===== config.mk =====
export PLATFORM = sky130hd
export DESIGN_NAME = udp_tx_arbiter
export DESIGN_NICKNAME = d
export VERILOG_FILES = /design/src/rtl/udp_tx_arbiter_pkg.sv /design/src/rtl/udp_tx_arbiter_rr_pick.sv /design/src/rtl/udp_tx_arbiter.sv
export SDC_FILE = /design/constraint.sdc
export NUM_CORES = 1
export LEC_CHECK = 0
export BUFFER_PORTS_ARGS = -buffer_cell sky130_fd_sc_hd__buf_2
export CORE_AREA = 2 2 119 121
export DETAILED_ROUTE_END_ITERATION = 12
export DIE_AREA = 0 0 121 123
export PLACE_DENSITY = 0.44
export SLEW_MARGIN = 20
export SYNTH_ARGS = -nofsm -noshare
export SYNTH_HDL_FRONTEND = slang
export SYNTH_SLANG_ARGS = --single-unit

===== constraint.sdc =====
create_clock -name clk -period 3.71 [get_ports clk]
set_clock_uncertainty 0.15 [all_clocks]
set_input_delay 0.371 -clock clk [delete_from_list [all_inputs] [get_ports clk]]
set_output_delay 0.371 -clock clk [all_outputs]
set_load 0.05 [all_outputs]

===== src/rtl/udp_tx_arbiter_pkg.sv =====
// Shared types and widths for the UDP transmit arbiter and its round-robin picker.
package udp_tx_arbiter_pkg;
   localparam int IP_W            = 32;
   localparam int PORT_W          = 16;
   localparam int DATA_W          = 8;
   localparam int UDP_ARB_MAX_REQ = 8;
   localparam int GRANT_W         = 3;

   typedef enum logic [1:0] {
      IDLE    = 2'd0,
      HDR     = 2'd1,
      PAYLOAD = 2'd2
`ifdef UDP_TX_ARB_TIMEOUT_EN
      , ABORT = 2'd3
`endif
   } udp_arb_state_t;

   typedef struct packed {
      logic [IP_W-1:0]   ip_dest_ip;
      logic [PORT_W-1:0] udp_source_port;
      logic [PORT_W-1:0] udp_dest_port;
      logic [PORT_W-1:0] udp_length;
   } hdr_t;
endpackage


===== src/rtl/udp_tx_arbiter_rr_pick.sv =====
// Combinational round-robin finder: first set request bit searching upward from last_ptr+1, wrapping.
// Zero latency; no state, so no backpressure of its own.
module udp_tx_arbiter_rr_pick
   import udp_tx_arbiter_pkg::*;
#(
   parameter int N = 2
) (
   input  logic [N-1:0]       req,
   input  logic [GRANT_W-1:0] last_ptr,
   output logic [GRANT_W-1:0] idx,
   output logic               any
);

   // Candidate order is last+1, last+2, ... so the first hit wins; indices stay constant after unrolling.
   always_comb begin
      idx = last_ptr;
      any = 1'b0;
      for (int k = 1; k <= N; k++) begin
         for (int j = 0; j < N; j++) begin
            if (!any && req[j] && ((int'(last_ptr) + k) % N == j)) begin
               any = 1'b1;
               idx = GRANT_W'(j);
            end
         end
      end
   end

endmodule


===== src/rtl/udp_tx_arbiter.sv =====
// Packet-granular round-robin arbiter onto one UDP tx port: header 1 cycle after request, payload pass-through with no added latency.
// Ready from the MAC is steered only to the granted source; optional stall watchdog under UDP_TX_ARB_TIMEOUT_EN.
module udp_tx_arbiter
   import udp_tx_arbiter_pkg::*;
#(
   parameter int NUM_REQ        = 2,
   parameter int TIMEOUT_CYCLES = 4096
) (
   input  logic                      clk,
   input  logic                      rst,
   input  logic [NUM_REQ-1:0]        req_hdr_valid,
   output logic [NUM_REQ-1:0]        req_hdr_ready,
   input  logic [IP_W*NUM_REQ-1:0]   req_ip_dest_ip,
   input  logic [PORT_W*NUM_REQ-1:0] req_udp_source_port,
   input  logic [PORT_W*NUM_REQ-1:0] req_udp_dest_port,
   input  logic [PORT_W*NUM_REQ-1:0] req_udp_length,
   input  logic [DATA_W*NUM_REQ-1:0] req_payload_tdata,
   input  logic [NUM_REQ-1:0]        req_payload_tvalid,
   input  logic [NUM_REQ-1:0]        req_payload_tlast,
   input  logic [NUM_REQ-1:0]        req_payload_tuser,
   output logic [NUM_REQ-1:0]        req_payload_tready,
   output logic                      out_udp_hdr_valid,
   input  logic                      out_udp_hdr_ready,
   output logic [IP_W-1:0]           out_ip_dest_ip,
   output logic [PORT_W-1:0]         out_udp_source_port,
   output logic [PORT_W-1:0]         out_udp_dest_port,
   output logic [PORT_W-1:0]         out_udp_length,
   output logic [DATA_W-1:0]         out_payload_tdata,
   output logic                      out_payload_tvalid,
   output logic                      out_payload_tlast,
   output logic                      out_payload_tuser,
   input  logic                      out_payload_tready,
   output logic [GRANT_W-1:0]        grant_id,
   output logic                      busy,
   output logic [15:0]               abort_count
);

   localparam logic [GRANT_W-1:0] LAST_RST = GRANT_W'(NUM_REQ - 1);

   udp_arb_state_t     state_q, state_d;
   logic [GRANT_W-1:0] grant_q, grant_d;
   logic [GRANT_W-1:0] last_q, last_d;
   logic [GRANT_W-1:0] pick_idx;
   logic               pick_any;

   hdr_t               sel_hdr;
   logic               sel_hdr_vld;
   logic [DATA_W-1:0]  sel_tdata;
   logic               sel_tvalid, sel_tlast, sel_tuser;
   logic               hdr_hs, beat_hs;

   udp_tx_arbiter_rr_pick #(.N(NUM_REQ)) u_rr_pick (
      .req      (req_hdr_valid),
      .last_ptr (last_q),
      .idx      (pick_idx),
      .any      (pick_any)
   );

   always_comb begin
      sel_hdr     = '0;
      sel_hdr_vld = 1'b0;
      sel_tdata   = '0;
      sel_tvalid  = 1'b0;
      sel_tlast   = 1'b0;
      sel_tuser   = 1'b0;
      for (int i = 0; i < NUM_REQ; i++) begin
         if (grant_q == GRANT_W'(i)) begin
            sel_hdr_vld             = req_hdr_valid[i];
            sel_hdr.ip_dest_ip      = req_ip_dest_ip[IP_W*i +: IP_W];
            sel_hdr.udp_source_port = req_udp_source_port[PORT_W*i +: PORT_W];
            sel_hdr.udp_dest_port   = req_udp_dest_port[PORT_W*i +: PORT_W];
            sel_hdr.udp_length      = req_udp_length[PORT_W*i +: PORT_W];
            sel_tdata               = req_payload_tdata[DATA_W*i +: DATA_W];
            sel_tvalid              = req_payload_tvalid[i];
            sel_tlast               = req_payload_tlast[i];
            sel_tuser               = req_payload_tuser[i];
         end
      end
   end

   assign hdr_hs  = (state_q == HDR) && sel_hdr_vld && out_udp_hdr_ready;
   assign beat_hs = (state_q == PAYLOAD) && sel_tvalid && out_payload_tready;

   // Outputs decode from registered state only, so an async reset zeroes them immediately.
   always_comb begin
      out_udp_hdr_valid   = 1'b0;
      out_ip_dest_ip      = '0;
      out_udp_source_port = '0;
      out_udp_dest_port   = '0;
      out_udp_length      = '0;
      out_payload_tdata   = '0;
      out_payload_tvalid  = 1'b0;
      out_payload_tlast   = 1'b0;
      out_payload_tuser   = 1'b0;
      req_hdr_ready       = '0;
      req_payload_tready  = '0;
      case (state_q)
         HDR: begin
            out_udp_hdr_valid   = sel_hdr_vld;
            out_ip_dest_ip      = sel_hdr.ip_dest_ip;
            out_udp_source_port = sel_hdr.udp_source_port;
            out_udp_dest_port   = sel_hdr.udp_dest_port;
            out_udp_length      = sel_hdr.udp_length;
            for (int i = 0; i < NUM_REQ; i++)
               req_hdr_ready[i] = (grant_q == GRANT_W'(i)) && out_udp_hdr_ready;
         end
         PAYLOAD: begin
            out_payload_tdata  = sel_tdata;
            out_payload_tvalid = sel_tvalid;
            out_payload_tlast  = sel_tlast;
            out_payload_tuser  = sel_tuser;
            for (int i = 0; i < NUM_REQ; i++)
               req_payload_tready[i] = (grant_q == GRANT_W'(i)) && out_payload_tready;
         end
`ifdef UDP_TX_ARB_TIMEOUT_EN
         ABORT: begin
            out_payload_tvalid = 1'b1;
            out_payload_tlast  = 1'b1;
            out_payload_tuser  = 1'b1;
         end
`endif
         default: ;
      endcase
   end

`ifdef UDP_TX_ARB_TIMEOUT_EN
   localparam int CNT_W = $clog2(TIMEOUT_CYCLES + 1);

   logic [CNT_W-1:0] stall_q, stall_d;
   logic [15:0]      abort_cnt_q, abort_cnt_d;
   logic             stall_expire;

   // Only cycles with no valid from the source count; a valid beat held off by the MAC does not.
   assign stall_expire = (state_q == PAYLOAD) && !sel_tvalid &&
                         (stall_q == CNT_W'(TIMEOUT_CYCLES - 1));

   always_comb begin
      stall_d     = '0;
      abort_cnt_d = abort_cnt_q;
      if (state_q == PAYLOAD && !beat_hs)
         stall_d = sel_tvalid ? stall_q : stall_q + 1'b1;
      if (state_q == ABORT && out_payload_tready && abort_cnt_q != 16'hFFFF)
         abort_cnt_d = abort_cnt_q + 16'd1;
   end

   always_ff @(posedge clk or posedge rst) begin
      if (rst) begin
         stall_q     <= '0;
         abort_cnt_q <= '0;
      end else begin
         stall_q     <= stall_d;
         abort_cnt_q <= abort_cnt_d;
      end
   end

   assign abort_count = abort_cnt_q;
`else
   logic unused_timeout;
   assign unused_timeout = ^32'(TIMEOUT_CYCLES);
   assign abort_count    = '0;
`endif

   always_comb begin
      state_d = state_q;
      grant_d = grant_q;
      last_d  = last_q;
      case (state_q)
         IDLE: begin
            if (pick_any) begin
               grant_d = pick_idx;
               state_d = HDR;
            end
         end
         HDR: begin
            if (hdr_hs)
               state_d = PAYLOAD;
         end
         PAYLOAD: begin
            if (beat_hs && sel_tlast) begin
               last_d  = grant_q;
               state_d = IDLE;
            end
`ifdef UDP_TX_ARB_TIMEOUT_EN
            else if (stall_expire)
               state_d = ABORT;
`endif
         end
`ifdef UDP_TX_ARB_TIMEOUT_EN
         ABORT: begin
            if (out_payload_tready) begin
               last_d  = grant_q;
               state_d = IDLE;
            end
         end
`endif
         default: state_d = IDLE;
      endcase
   end

   always_ff @(posedge clk or posedge rst) begin
      if (rst) begin
         state_q <= IDLE;
         grant_q <= '0;
         last_q  <= LAST_RST;
      end else begin
         state_q <= state_d;
         grant_q <= grant_d;
         last_q  <= last_d;
      end
   end

   assign grant_id = grant_q;
   assign busy     = (state_q != IDLE);

endmodule


==> results.sh <==
export IMPL_status="finished clean"
export IMPL_min_period_ns=2.775
export IMPL_ctsHtreeMaxLevel=1
export IMPL_final_common_cell="buf_2"
export IMPL_grt_util_all_layers_pct=11.30
export IMPL_ys_seq_elements=6
export IMPL_fillers=1541
export IMPL_first_global_vias=2632
export IMPL_tightestPinTransition_ns=0.9911
export IMPL_die_area_sq_mm=0.01488
export IMPL_cts_buffers=3
export IMPL_post_route_cell_area_sq_mm=0.003461
export IMPL_cts_sinks=6
export IMPL_ioPinCount=304
export IMPL_antenna_found_initial=0
export IMPL_clock_latency_ns=0.23
export IMPL_vias_per_cell=4.335
export IMPL_slew_violations=0
export IMPL_drive_above_1_share_pct=66.60
export IMPL_drtIter0Drc=121
export IMPL_diodes=0
export IMPL_routed_wl_um=9858
export IMPL_crit_start="grant_id[0]"
export IMPL_required_ns=3.19
export IMPL_start_util_pct=14.51
export IMPL_io_buffer_count=287
export IMPL_cts_max_path_buffers=2
export IMPL_syn_inst=267
export IMPL_drtAntennaViolNets=0
export IMPL_syn_area_sq_mm=0.001976
export IMPL_yosysSeqAreaShare_pct=7.663
export IMPL_vdd_drop_max_uv=400.4
export IMPL_max_freq_ghz=0.3603
export IMPL_synth_cell_types=31
export IMPL_p_leak_uw=0.001955
export IMPL_first_pass_iters=5
export IMPL_setup_viol=0
export IMPL_wl_per_cell_um=13.88
export IMPL_final_period_utilization_pct=74.80
export IMPL_r2r_end="last_q[0]"
export IMPL_reg2reg_slack_ns=2.04
export IMPL_synth_ff_type="dfrtp_1"
export IMPL_placed_cell_area_sq_mm=0.003372
export IMPL_crit_end="out_udp_source_port[12]"
export IMPL_grt_max_degree=82
export IMPL_cap_violations=0
export IMPL_cts_tree="done"
export IMPL_holdWs_ns=0.2385
export IMPL_clk_pin_slew_ns=0.03
export IMPL_power_density_mw_per_mm2=1144
export IMPL_grt_pass1_wl_um=13500
export IMPL_die_width_um=121
export IMPL_row_count=43
export IMPL_synthArstFlopShare_pct=100.0
export IMPL_rsz0062_at_grt="false"
export IMPL_hold_class="input port to flip-flop"
export IMPL_crit_arrival_ns=2.25
export IMPL_crit_path_start_kind="flip-flop"
export IMPL_cp_end_kind="output pin"
export IMPL_crit_path_max_fanout=52
export IMPL_avgSynthCellArea_sq_um=7.399
export IMPL_reg2regPathDepth=3
export IMPL_hpwl_um=8044
export IMPL_coreArea_sq_mm=0.01361
export IMPL_grt_overflow=0
export IMPL_die_y_um=123
export IMPL_synth_edf_count=0
export IMPL_gp_congestion=0.7676
export IMPL_crit_type="flip-flop to output pin"
export IMPL_fin_nets=719
export IMPL_maxSlewHeadroom_pct=33.93
export IMPL_mostFrequentLayoutCells="buf_2, nor2_1, a22oi_1"
export IMPL_reg2reg_from="grant_id[0]"
export IMPL_root_buffer="clkbuf_16"
export IMPL_vias=3078
export IMPL_drc=0
export IMPL_hold_violations=0
export IMPL_synthToLayoutAreaGrowth_pct=75.17
export IMPL_finalSetupTns_ns=0
export IMPL_yosysWarnings=0
==> synthesized netlist by cell type, drive strengths merged (2+ instances only) <==
cell type	instances	area share, %
dfrtp	5	6.3
clkbuf	9	2.7
a22oi	89	41
nor4	3	0.95
nor3	3	1.3
buf	39	16
inv	3	0.57
nand2b	2	0.63
nor2	91	20
and3	2	0.63
nor2b	5	1.6
mux2i	3	1.5
==> power by group <==
| part | internal (uW) | switching [uW] | total, uW |
|---|---|---|---|
| logic | 839 | 2820 | 3660 |
| clock network | 142 | 34.7 | 177 |
| registers | 87.2 | 35.7 | 123 |
| total | 1070 | 2890 | 3960 |
==> per-layer routing <==
layer	wire, um	part of all wire, %	vias up	track usage, %
met5	0	0	-	0
met4	30	0.30	0	1.381
met3	1109	11	2	1.522
met2	4750	48	194	20.12
met1	3967	40	1408	14.91
li1	-	-	1474	-
==> sequential cells by signal (all words and copies together), names as in the netlist <==
signal	cells
grant_id	3
last_q	1
state_q	2
==> kinds of logic after synthesis <==
logic type             after synthesis  synth area share, %
AND/OR/NAND/NOR                    111                27.74
AO/OA/AOI/OAI                       94                43.32
buffers and inverters               51                19.00
flip-flops                           6                7.663
multiplexers                         4                2.090
other                                1               0.1898
==> area by class of cell <==
class	count	area, sq um	share of cell area, %
timing repair buffer	292	1476	42.66
clock buffer	4	78.83	2.278
tap	180	225.2	6.508
sequential	6	151.4	4.375
multi-input combinational	225	1518	43.85
inverter	3	11.26	0.3254
==> metrics by stage <==
stage,worst slack (ns),total power (uW),instances,utilization [%]
2_1_floorplan,0.7430,3204,282,-
3_3_place_gp,1.257,3776,705,24.77
3_5_place_dp,1.165,3815,705,24.77
4_1_cts,0.9230,4004,710,25.43
5_1_grt,0.7545,4196,710,25.43
6_report,0.9348,3959,710,25.43
==> how the worst min path moves through the flow <==
stage | from | endpoint | slack [ns] | cells past startpoint
after global placement | rst | grant_id[0] | 0.14 | 2
final | out_udp_hdr_ready | state_q[0] | 0.24 | 2
after CTS | req_hdr_valid[0] | grant_id[0] | 0.23 | 2
after detailed placement | rst | grant_id[0] | 0.15 | 2
after global routing | req_hdr_valid[0] | grant_id[0] | 0.24 | 2
after floorplan | rst | grant_id[0] | 0.01 | 1
==> worst max-delay path, cell delays in order, from the launching register on <==
cell and delay [ns]:
dfrtp_1 0.55, nor3b_2 0.26, buf_4 0.58, a22oi_1 0.17, nor2_1 0.13, buf_2 0.29
==> what timing repair did <==
action,in CTS,in global routing
hold endpoints to repair,5,0
resized for setup,0,0
buffers inserted,0,0
hold buffers,1,0
No activity file was read; power rests on OpenSTA's default activity.
